`src/rtl/reg_alias_table_mp.sv`:
```
// reg_alias_table_mp: multi-port RAT with in-group bypass, tag-checked commit, flush and optional snapshot (RAT_CHECKPOINT_EN)
module reg_alias_table_mp #(
  parameter int NUM_ARCH = 32,
  parameter int AW = 5,
  parameter int TAG_W = 5,
  parameter int N_RN = 2,
  parameter int N_CM = 2
) (
  input  logic                  clk,
  input  logic                  rst_ni,
  input  logic [N_RN-1:0]       rn_valid_i,
  input  logic [N_RN*AW-1:0]    rn_rs_i,
  input  logic [N_RN*AW-1:0]    rn_rt_i,
  input  logic [N_RN*AW-1:0]    rn_dest_i,
  input  logic [N_RN*TAG_W-1:0] rn_tag_i,
  output logic [N_RN*TAG_W-1:0] rs_tag_o,
  output logic [N_RN*TAG_W-1:0] rt_tag_o,
  output logic [N_RN-1:0]       rs_busy_o,
  output logic [N_RN-1:0]       rt_busy_o,
  input  logic [N_CM-1:0]       cm_valid_i,
  input  logic [N_CM*AW-1:0]    cm_dest_i,
  input  logic [N_CM*TAG_W-1:0] cm_tag_i,
  input  logic                  flush_i,
  input  logic                  ckpt_save_i,
  input  logic                  ckpt_restore_i,
  output logic                  ckpt_valid_o
);
  logic [NUM_ARCH-1:0] busy_q, busy_d, cm_b, rn_b, snap_b;
  logic [NUM_ARCH-1:0][TAG_W-1:0] tag_q, tag_d, cm_t, rn_t, snap_t;
  logic restore;
  for (genvar j = 0; j < N_RN; j++) begin : g_lk
    logic [AW-1:0] s, t;
    logic sb, tb;
    logic [TAG_W-1:0] st, tt;
    assign s = rn_rs_i[j*AW +: AW];
    assign t = rn_rt_i[j*AW +: AW];
    // Source lookup: youngest older slot writing the register wins, else the table; forced idle in reset
    always_comb begin
      sb = busy_q[s];
      st = tag_q[s];
      tb = busy_q[t];
      tt = tag_q[t];
      for (int i = 0; i < j; i++) begin
        if (rn_valid_i[i] && rn_dest_i[i*AW +: AW] != '0 && rn_dest_i[i*AW +: AW] == s) begin
          sb = 1'b1;
          st = rn_tag_i[i*TAG_W +: TAG_W];
        end
        if (rn_valid_i[i] && rn_dest_i[i*AW +: AW] != '0 && rn_dest_i[i*AW +: AW] == t) begin
          tb = 1'b1;
          tt = rn_tag_i[i*TAG_W +: TAG_W];
        end
      end
      if (s == '0 || !rst_ni) begin
        sb = 1'b0;
        st = '0;
      end
      if (t == '0 || !rst_ni) begin
        tb = 1'b0;
        tt = '0;
      end
    end
    assign rs_busy_o[j] = sb;
    assign rt_busy_o[j] = tb;
    assign rs_tag_o[j*TAG_W +: TAG_W] = st;
    assign rt_tag_o[j*TAG_W +: TAG_W] = tt;
  end
  // Retire: clear an entry only while it still holds the retiring tag
  always_comb begin
    cm_b = busy_q;
    cm_t = tag_q;
    for (int j = 0; j < N_CM; j++)
      if (cm_valid_i[j] && cm_dest_i[j*AW +: AW] != '0 && busy_q[cm_dest_i[j*AW +: AW]]
          && tag_q[cm_dest_i[j*AW +: AW]] == cm_tag_i[j*TAG_W +: TAG_W]) begin
        cm_b[cm_dest_i[j*AW +: AW]] = 1'b0;
        cm_t[cm_dest_i[j*AW +: AW]] = '0;
      end
  end
  // Rename on top of retire; later slots overwrite earlier ones so the youngest wins
  always_comb begin
    rn_b = cm_b;
    rn_t = cm_t;
    for (int i = 0; i < N_RN; i++)
      if (rn_valid_i[i] && rn_dest_i[i*AW +: AW] != '0) begin
        rn_b[rn_dest_i[i*AW +: AW]] = 1'b1;
        rn_t[rn_dest_i[i*AW +: AW]] = rn_tag_i[i*TAG_W +: TAG_W];
      end
  end
  // Table next state: flush beats restore beats normal update
  always_comb begin
    busy_d = flush_i ? '0 : restore ? snap_b : rn_b;
    tag_d = flush_i ? '0 : restore ? snap_t : rn_t;
  end
  // Table state; entry 0 is never written so it stays zero
  always_ff @(posedge clk or negedge rst_ni) begin
    if (!rst_ni) begin
      busy_q <= '0;
      tag_q <= '0;
    end else begin
      busy_q <= busy_d;
      tag_q <= tag_d;
    end
  end
`ifdef RAT_CHECKPOINT_EN
  logic ckv_q, ckv_d, save;
  logic [NUM_ARCH-1:0] sb_q, sb_d;
  logic [NUM_ARCH-1:0][TAG_W-1:0] st_q, st_d;
  assign restore = ckpt_restore_i & ckv_q;
  // Retire against the snapshot too, so a restore never revives a committed tag
  always_comb begin
    snap_b = sb_q;
    snap_t = st_q;
    for (int j = 0; j < N_CM; j++)
      if (cm_valid_i[j] && cm_dest_i[j*AW +: AW] != '0 && sb_q[cm_dest_i[j*AW +: AW]]
          && st_q[cm_dest_i[j*AW +: AW]] == cm_tag_i[j*TAG_W +: TAG_W]) begin
        snap_b[cm_dest_i[j*AW +: AW]] = 1'b0;
        snap_t[cm_dest_i[j*AW +: AW]] = '0;
      end
  end
  // Snapshot capture of the full next table, otherwise hold the retire-cleaned copy
  always_comb begin
    save = ckpt_save_i & ~flush_i & ~restore;
    sb_d = save ? rn_b : snap_b;
    st_d = save ? rn_t : snap_t;
    ckv_d = (flush_i | restore) ? 1'b0 : save ? 1'b1 : ckv_q;
  end
  // Snapshot storage and its valid flag
  always_ff @(posedge clk or negedge rst_ni) begin
    if (!rst_ni) begin
      sb_q <= '0;
      st_q <= '0;
      ckv_q <= 1'b0;
    end else begin
      sb_q <= sb_d;
      st_q <= st_d;
      ckv_q <= ckv_d;
    end
  end
  assign ckpt_valid_o = ckv_q;
`else
  logic unused_ckpt;
  assign unused_ckpt = ckpt_save_i ^ ckpt_restore_i;
  assign restore = 1'b0;
  assign snap_b = '0;
  assign snap_t = '0;
  assign ckpt_valid_o = 1'b0;
`endif
endmodule

```
`config.mk`:
```
export PLATFORM = sky130hd
export DESIGN_NAME = reg_alias_table_mp
export DESIGN_NICKNAME = d
export VERILOG_FILES = /design/src/rtl/reg_alias_table_mp.sv
export SDC_FILE = /design/constraint.sdc
export NUM_CORES = 1
export LEC_CHECK = 0
export ABC_AREA = 0
export CAP_MARGIN = 20
export CORE_UTILIZATION = 40
export DETAILED_ROUTE_END_ITERATION = 8
export SETUP_SLACK_MARGIN = 0.2
export SYNTH_ARGS = -nofsm -noshare
export SYNTH_HDL_FRONTEND = slang
export SYNTH_SLANG_ARGS = --single-unit
```
`constraint.sdc`:
```
create_clock -name clk -period 6.2 [get_ports clk]
set_input_delay 0.62 -clock clk [delete_from_list [all_inputs] [get_ports clk]]
set_output_delay 0.62 -clock clk [all_outputs]
set_load 0.05 [all_outputs]
```
==> run metrics <==
status complete, no violations; number of cells after detailed placement a little under 3000; Synth Net Count about 2300; placed cell areas 21540 µm²; cell row count 81; cell count after synthesis roughly 2300; fin util between 40% and 50%; top cells by area, synth dfrtp_1 (24%), mux2i_1 (18%), mux4_2 (13%); global routing's busiest layer met2; crit end category output pin; Final ANT Viol Nets 0; routed wire length approximately 130 mm; Adder-Cell Fraction of Synth Area 0%; CP Max Fanout 19; layout cell share with drive strength beyond 1 between 10% and 20%; GRT Overall Usage 49.64%; final instance area between 20000 and 25000 µm²; Relative slew margins 23.98%; number of post-CTS setup repair buffers 0; compound-gate portion of the synthesized area 21.42%; Internal 2.213 mW; CTS sink count 192; P_sw about 1.3 mW; grt met3 use 17.95%; Synth Area per Inst 8.813 µm²; leakage ~8.1 nW; die width 225.4 µm; FF-to-FF End tag_q[89]; FF-to-FF path depth 10; max cap viols 0; GPL Wtd Cong 1.092; Post-layout nets 2321; initial antenna violation count 5; # fillers 4968; Skew-Pair Late Insertion Delay 0.51 ns; Slew Limit Fails 0; worst hold-check path type in2async; WP data required 5.58 ns; Final Hold Viols 0; period utilization 81.32%; Mapped Area 19970 µm²; Max VDD drop 0.1863 mV; Yosys reg bits 192; CTS tree built; Root Driver clkbuf_16; worst flop-to-flop path startpoint tag_q[98]; Worst Setup Start Kind input pin; Synthesis Warnings 0; Yosys top cell by area dfrtp_1; Post-DP HPWL 91.73 mm; endpoints failing setup 0; Fmax 198.3 MHz; Core Area 49050 µm²; H-Tree Depth 4; largest family of logic cells by synthesized area multiplexers; post-synth cell types 50; Pre-antenna DRT Iters 9; Die Y 225.4 µm; Initial DRC Count 4178; commonest non-fill, non-tap cell in the layout mux2i_1; Net Sw Frac 36.48%; DR vias/cell 7.830; Logic pwr share 25.3%; DRC 0; fraction of synthesized area in multiplexers 31.00%; asr flop ratio synth 100.0%; M2 GR Usage a little over two thirds; Worst R2R Setup Slack 1.94 ns; Post-Synth Simple-Gate Area between 10% and 20%; Layout Area Growth over Synthesis 11.20%; met1 usage roughly 62%; sequential-to-total area share from yosys stat between 20 and 25%; first-pass GRT wire length 171.4 mm; Arrival @ worst endpoint between 4 and 5 ns; Post-Synth XOR/XNOR Area 0.4386%; Cell Pwr Density between 150 and 200 nW/µm²; grt ovf 0; Clk pwr share 35.7%; clk_skew 0.01480 ns; CTS resizes 0; largest net degree at the start of global routing 100; vias post-DR 22940; fin cells a little under 3000; CTS buffer count 17; WS Path Type in2out; hold_buf cts 0; unrepaired setup endpoints after global routing no; Ports 94; Most used DFF post-synth dfrtp_1; post-synth top area share approximately a quarter; most frequent cells in the layout mux2i_1 (362), nor2_1 (271), dfrtp_1 (192); IO Port Bufs 90; WL per Instance 43.10 µm; sequential cell area just under 5000 µm²; minimum clock period 5.042 ns; die area 50820 µm²; Final TNS setup 0 ns; initial cell density of the core 40.71%; Tightest Pin Transition between 1 and 1.5 ns; Clock transition at path regs ~0.08 ns; footprint of the multi-input gates 14180 µm²; EDFF count, synth 0; sequential share of power between 30 and 40%; vias in the first global route 20880; Max clock buf depth 2
[power groups by stage]
stage	registers [mW]	clock network (mW)	logic [mW]
after floorplan	1.32	0	0.507
after global placement	1.37	0	0.838
after detailed placement	1.37	0	0.845
after CTS	1.35	1.25	0.846
after global routing	1.35	1.30	0.897
final	1.36	1.24	0.881
[worst max-delay path by stage]
stage	from	to
2_1_floorplan	rn_rs_i[5]	rs_tag_o[9]
3_3_place_gp	cm_dest_i[9]	tag_q[87]
3_5_place_dp	cm_dest_i[9]	tag_q[20]
4_1_cts	rn_rs_i[7]	rs_tag_o[8]
5_1_grt	rn_rs_i[7]	rs_tag_o[8]
6_report	rn_rs_i[7]	rs_tag_o[8]
[cell families (layout without fill, tap and decap cells)]
kind of cell | count (synthesis) | after routing
other | 1 | 3
buffers and inverters | 239 | 237
muxes | 476 | 476
xor gates and xnor gates | 10 | 10
AOI/OAI and AO/OA | 616 | 616
and+or+nand+nor | 732 | 732
DFF | 192 | 192
[per-layer routing]
layer	routed length, µm	part of all wire (%)
met1	45610	36
met2	51760	41
met3	17990	14
met4	10790	8.5
met5	148	0.12
[cell usage after synthesis (all sizes together) (2+ instances only)]
master   count
a211oi       7
a21o         2
a21oi      159
a221oi      64
a222oi      25
a22oi       60
a311oi      30
a31oi       11
a32oi       14
and2        11
and3        10
buf         74
clkbuf     154
clkinv       2
dfrtp      192
inv          9
mux2i      362
mux4       114
nand2      100
nand2b      18
nand3       95
nand4       14
nand4b      10
nand4bb     12
nor2       271
nor2b       23
nor3        91
nor3b        4
nor4        35
o21ai       30
o221ai      66
o22ai      138
o31a         5
o41ai        5
or2         18
or3          5
or4          5
or4b         8
xnor2        6
xor2         4
[metrics by stage]
stage / power, mW / hold WS (ns) / worst slack, ns
2_1_floorplan: 1.830 / 0.3244 / 2.041
3_3_place_gp: 2.209 / 0.6136 / 1.136
3_5_place_dp: 2.217 / 0.6217 / 1.104
4_1_cts: 3.448 / 0.07608 / 1.252
5_1_grt: 3.548 / 0.08913 / 1.175
6_report: 3.483 / 0.06654 / 1.158
[worst max-delay path, stage by stage]
cell and delay (ns):
clkdlybuf4s50_1 0.61, or2_2 0.62, o221ai_1 0.61, o22ai_1 0.18, nor3_1 0.38, a21oi_1 0.11, or2_2 0.31, a21oi_1 0.14
clkdlybuf4s50_1 0.82
[final cells by class]
cell class	count	area share, %
Antenna cell	2	0.02254
Inverter	11	0.1859
Timing Repair Buffer	195	7.725
Sequential cell	192	21.64
Clock inverter	13	0.8508
Clock buffer	18	1.978
Multi-Input combinational cell	1835	63.86
Tap cell	664	3.741
[state kept, by name (all words and copies together) (netlist names)]
| name | count |
|---|---|
| tag_q | 160 |
| busy_q | 32 |
(Power assumes the default switching activity.)
